<file path="src/rtl/shift_reg_pkg.sv">
// rtl/shift_reg_pkg.sv - mode encodings and FSM state type for shift_reg_univ
package shift_reg_pkg;

    localparam logic [1:0] MODE_HOLD = 2'b00;
    localparam logic [1:0] MODE_SHR  = 2'b01;
    localparam logic [1:0] MODE_SHL  = 2'b10;
    localparam logic [1:0] MODE_LOAD = 2'b11;

    typedef enum logic [1:0] {
        IDLE  = 2'b00,
        SHIFT = 2'b01,
        DONE  = 2'b10
    } state_t;

endpackage

</file>
<file path="src/rtl/shift_reg_univ.sv">
// rtl/shift_reg_univ.sv - universal shift register with autonomous burst serialiser
module shift_reg_univ
    import shift_reg_pkg::*;
#(
    parameter int WIDTH     = 8,
    parameter bit BURST_DIR = 1'b0
) (
    input  logic             clk,
    input  logic             rst,
    input  logic [1:0]       mode,
    input  logic             s_in_msb,
    input  logic             s_in_lsb,
    input  logic [WIDTH-1:0] p_in,
    input  logic             start,
    output logic [WIDTH-1:0] p_out,
    output logic             s_out_lsb,
    output logic             s_out_msb,
    output logic             busy,
    output logic             done
);

    localparam int CW = $clog2(WIDTH + 1);

    state_t           state, state_nxt;
    logic [CW-1:0]    cnt, cnt_nxt;
    logic [WIDTH-1:0] q, q_nxt;
    logic [WIDTH-1:0] q_shr, q_shl;

    assign q_shr = {s_in_msb, q[WIDTH-1:1]};
    assign q_shl = {q[WIDTH-2:0], s_in_lsb};

    always_comb begin
        state_nxt = state;
        cnt_nxt   = cnt;
        q_nxt     = q;
        case (state)
            SHIFT: begin
                q_nxt   = BURST_DIR ? q_shl : q_shr;
                cnt_nxt = cnt - 1'b1;
                if (cnt == CW'(1))
                    state_nxt = DONE;
            end
            default: begin
                // IDLE and DONE behave identically: DONE only differs in the done flag
                state_nxt = IDLE;
                if (start) begin
                    state_nxt = SHIFT;
                    cnt_nxt   = CW'(WIDTH);
                end else begin
                    case (mode)
                        MODE_SHR:  q_nxt = q_shr;
                        MODE_SHL:  q_nxt = q_shl;
                        MODE_LOAD: q_nxt = p_in;
                        default:   q_nxt = q;
                    endcase
                end
            end
        endcase
    end

    always_ff @(posedge clk) begin
        if (rst) begin
            state <= IDLE;
            cnt   <= '0;
            q     <= '0;
        end else begin
            state <= state_nxt;
            cnt   <= cnt_nxt;
            q     <= q_nxt;
        end
    end

    assign p_out     = q;
    assign s_out_lsb = q[0];
    assign s_out_msb = q[WIDTH-1];
    assign busy      = (state == SHIFT);
    assign done      = (state == DONE);

endmodule

</file>
<file path="config.mk">
export PLATFORM = sky130hd
export DESIGN_NAME = shift_reg_univ
export DESIGN_NICKNAME = d
export VERILOG_FILES = /design/src/rtl/shift_reg_pkg.sv /design/src/rtl/shift_reg_univ.sv
export SDC_FILE = /design/constraint.sdc
export NUM_CORES = 1
export LEC_CHECK = 0
export CORE_UTILIZATION = 40
export CTS_CLUSTER_DIAMETER = 200
export DETAILED_ROUTE_END_ITERATION = 10
export GPL_TIMING_DRIVEN = 0
export PLACE_DENSITY = 0.72
export SYNTH_ARGS = -nofsm -noshare
export SYNTH_HDL_FRONTEND = slang
export SYNTH_SLANG_ARGS = --single-unit
export TNS_END_PERCENT = 1
</file>
<file path="constraint.sdc">
create_clock -name clk -period 1.2 [get_ports clk]
set_input_delay 0.18 -clock clk [delete_from_list [all_inputs] [get_ports clk]]
set_output_delay 0.18 -clock clk [all_outputs]
set_load 0.05 [all_outputs]
</file>
==> results of run 1 <==
==> placed cells by master, fill, tap and decap left out, types with 2 or more instances in the layout <==
master / Yosys / routed
clkbuf_4: 0 / 3
dfxtp_2: 0 / 3
a21oi_1: 4 / 4
buf_4: 3 / 8
buf_6: 3 / 3
nand2_1: 2 / 2
dfxtp_1: 14 / 11
buf_2: 0 / 8
mux2i_1: 8 / 8
nor2_2: 2 / 2
ha_1: 2 / 2
nor2_1: 7 / 7
inv_1: 3 / 3
o2bb2ai_1: 8 / 8
mux2_2: 8 / 8
clkdlybuf4s50_1: 0 / 12
==> where the power goes <==
group          switching (uW)  leakage, uW  internal (uW)
Clock                     133    0.0000138            116
Combinational             201     0.000346            164
Sequential               27.6     0.000116            497
Total                     361     0.000475            778
==> layer usage <==
layer / share of wire, % / up-vias / routed length [um]
met2: 49 / 16 / 804
met5: 0 / - / 0
met4: 1.1 / 0 / 18
met1: 43 / 302 / 707
li1: - / 334 / -
met3: 5.9 / 4 / 96
==> worst reg2reg max path, stage by stage (launching register included) <==
cell and delay (ns):
dfxtp_2 0.32, nand2b_4 0.18, buf_4 0.16, o21ai_4 0.07, nand2b_2 0.08, buf_6 0.13, o2bb2ai_1 0.13
==> worst max-delay path by stage <==
stage / start / to
floorplan: p_out[0]$_SDFFE_PP0P_ / p_out[1]$_SDFFE_PP0P_
global placement: state[1]$_SDFFE_PP0P_ / busy
detailed placement: state[1]$_SDFFE_PP0P_ / busy
CTS: state[1]$_SDFFE_PP0P_ / busy
global route: state[1]$_SDFFE_PP0P_ / busy
finish: state[1]$_SDFFE_PP0P_ / busy
==> per-stage QoR <==
step,setup slack (ns),std cells,hold WS (ns),instance area [sq um],total power (uW)
after floorplan,0.05399,78,0.3731,797.0,786.8
after global placement,-0.4056,127,0.4258,1069,898.6
after detailed placement,-0.4092,127,0.4285,1069,905.1
after CTS,-0.03173,129,0.1310,1041,1142
after global routing,-0.03132,132,0.1290,1070,1213
final,0.02012,132,0.1327,1070,1138
==> sequential cells by signal (all words and copies together), names as in the netlist <==
register,flops
cnt,4
p_out,8
state,2
==> kinds of logic after synthesis <==
logic type / after synthesis / synth area share, %
buffers and inverters: 10 / 9.262
AND/OR/NAND/NOR: 19 / 14.60
multiplexers: 16 / 21.35
flip-flops: 14 / 35.16
AO/OA/AOI/OAI: 17 / 16.48
adder cells (fa/ha/maj): 2 / 3.139
==> layout make-up <==
cell class                 count  area, sq um
buffer                         5        45.04
clock buffer                   3        22.52
fill                         178        732.0
inverter                       4        20.02
multi-input combinational     54        442.9
sequential                    14        284.0
tap                           25        31.28
timing repair buffer          27        224.0
==> repair_timing <==
action | in CTS | in global routing
buffers inserted | 0 | 3
resized for setup | 68 | 3
endpoints found under the setup margin | 12 | 4
endpoints found under the hold margin | 0 | 0
pin swaps | 0 | 0
==> impl_results.rst, run 1 <==
.. list-table::
   :header-rows: 1

   * - Metric
     - Value
   * - YS warnings
     - 0
   * - Antenna-violating nets left
     - 0
   * - Count of flip-flops with a built-in enable after synthesis
     - 0
   * - Number of rows in the core area
     - 15
   * - Worst Reg-to-Reg Cells
     - 6
   * - Layer with the highest usage
     - met2
   * - Sequential cell area fraction in the yosys report
     - 35.16%
   * - Mean number of vias per cell
     - between 4 and 5
   * - Final core utilization
     - roughly three fifths
   * - Register-to-register setup slack
     - 0.07 ns
   * - Number of antenna violations at the first check in global routing
     - 0
   * - Num CTS Buffers
     - 3
   * - CP delay by family, top
     - flip-flops
   * - Proportion of register bits with asynchronous set or reset after synthesis
     - 0%
   * - Worst path cell trace
     - nand2b_4 > inv_6 > buf_8
   * - Hold Path End
     - state[1]$_SDFFE_PP0P_
   * - IR Drop Worst-Case VDD
     - 0.8797 mV
   * - Area Growth Syn to Fin
     - 34.22%
   * - DRT Pass-1 Iters
     - 5
   * - Clock net sink count
     - 14
   * - End of the worst register-to-register path
     - p_out[3]$_SDFFE_PP0P_
   * - Met2 track demand over resource
     - 26.94%
   * - CTS H-tree depth
     - 1
   * - Top-area cell type share of the netlist area
     - 35.16%
   * - Max_slew headroom
     - 83.14%
   * - List of most frequent post-synthesis cells
     - 14 x dfxtp_1, 8 x mux2_2, 8 x mux2i_1, 8 x o2bb2ai_1, 7 x nor2_1
   * - Max stage delay on crit path
     - 0.32 ns
   * - FF+latch count, synth
     - 14
   * - Core area
     - 1802 sq um
   * - Final period util
     - 98.32%
   * - Crit-path slowest cell
     - dfxtp_2
   * - Tot GR Track Use
     - 16.68%
   * - Area of the die
     - 2175 sq um
   * - Final RePlAce weighted congestion
     - 0.7721
   * - Clock tree from TritonCTS
     - done
   * - Cell area after synthesis
     - approximately 800 sq um
   * - Sum Neg Setup Slack
     - 0 ns
   * - Number of vias in the routed layout
     - 656
   * - Iteration-0 DRC Markers
     - 6
   * - CP Depth
     - 3
   * - Vias in the first global route
     - 581
   * - Initial Utilization
     - ~44%
   * - Die Span Y
     - about 47 um
   * - Top FF cell, synth
     - dfxtp_1
   * - Most frequent cell after synthesis
     - dfxtp_1
   * - Reg2reg start
     - state[1]$_SDFFE_PP0P_
   * - Crit path DAT
     - 1.00 ns
   * - Clock buffer depth
     - 2
   * - Final net count
     - 126
   * - Syn Nets
     - 95
   * - Startpoint of the tightest hold check path
     - rst
   * - Share of layout cells above drive strength 1
     - between 30% and 40%
   * - Total overflow reported by the global router
     - 0
   * - CTS hold repair buffers
     - 0
   * - Status
     - finished clean
   * - Leakage power figure
     - 0.0004752 uW
   * - Avg Inst Size Synth
     - 10.22 sq um
   * - Largest clock skew in the final design
     - approximately 0.0069 ns
   * - Horiz. Die Dim
     - 46.64 um
   * - Number of port buffers
     - 24
   * - Hold path depth
     - 2
   * - Later-pin clock latency in the skew report
     - 0.27 ns
   * - Sum of buffers and inverters on the critical path
     - 2
   * - Average wire per standard cell
     - ~12 um
   * - Number of slew-limit violations in the final report
     - 0
   * - Number of top-level pins
     - 27
   * - Leading area contributor after synthesis
     - dfxtp_1
   * - Highest clock rate
     - 0.8475 GHz
   * - RSZ-0062 raised after global routing
     - yes
   * - Req. time, crit path
     - roughly 1 ns
   * - Number of distinct library cell variants in the gate-level netlist after synthesis
     - 26
   * - Maximum fanout encountered on the critical timing path
     - 5
   * - Post-synthesis cell count
     - 78
   * - Total wire length after detailed routing
     - approximately 1.6 mm
   * - WS Path Type
     - flop to output pin
   * - Count of endpoints failing setup in the final report
     - 0
   * - Worst hold-check path type
     - input port to flop
   * - HPWL reported at the end of detailed placement
     - roughly 1.2 mm
   * - Max-capacitance violation count
     - 0
   * - Clock-pin slew reported for the worst setup and hold paths after clock tree synthesis
     - 0.08 ns
   * - GR Util met1
     - 19.91%
   * - DRC Markers
     - 0
   * - Wire length of the first global-routing pass
     - about 2.5 mm
   * - Met3 Resource Use GR
     - 7.059%
   * - Top post-synthesis cells by area
     - dfxtp_1 35%, mux2_2 11%, mux2i_1 10%
   * - Final hold violation count
     - 0
   * - Library cell used as clock root buffer
     - clkbuf_4
   * - Type of origin of the critical path
     - flop
   * - Actual slew at the worst max-slew pin
     - 0.2546 ns
   * - Endpoint class of the critical path
     - output pin
   * - Power Density
     - about 1100 nW/um^2
   * - Final critical path time including I/O delays and setup
     - 1.180 ns
   * - Pin count of the biggest net entering global routing
     - 10
   * - N_diodes
     - 0
Power figures use the tool's default switching activity.
==> inputs of run 2 (changes only) <==
ABC_AREA = 0   (was not set)
==> results of run 2 <==
No change in the layout: final DEF, timing and power equal those of run 1.
==> inputs of run 3 (changes only) <==
ABC_CLOCK_PERIOD_IN_PS = 1200   (was not set)
RECOVER_POWER = 25   (was not set)
==> results of run 3 <==
No change in the layout: final DEF, timing and power equal those of run 1.
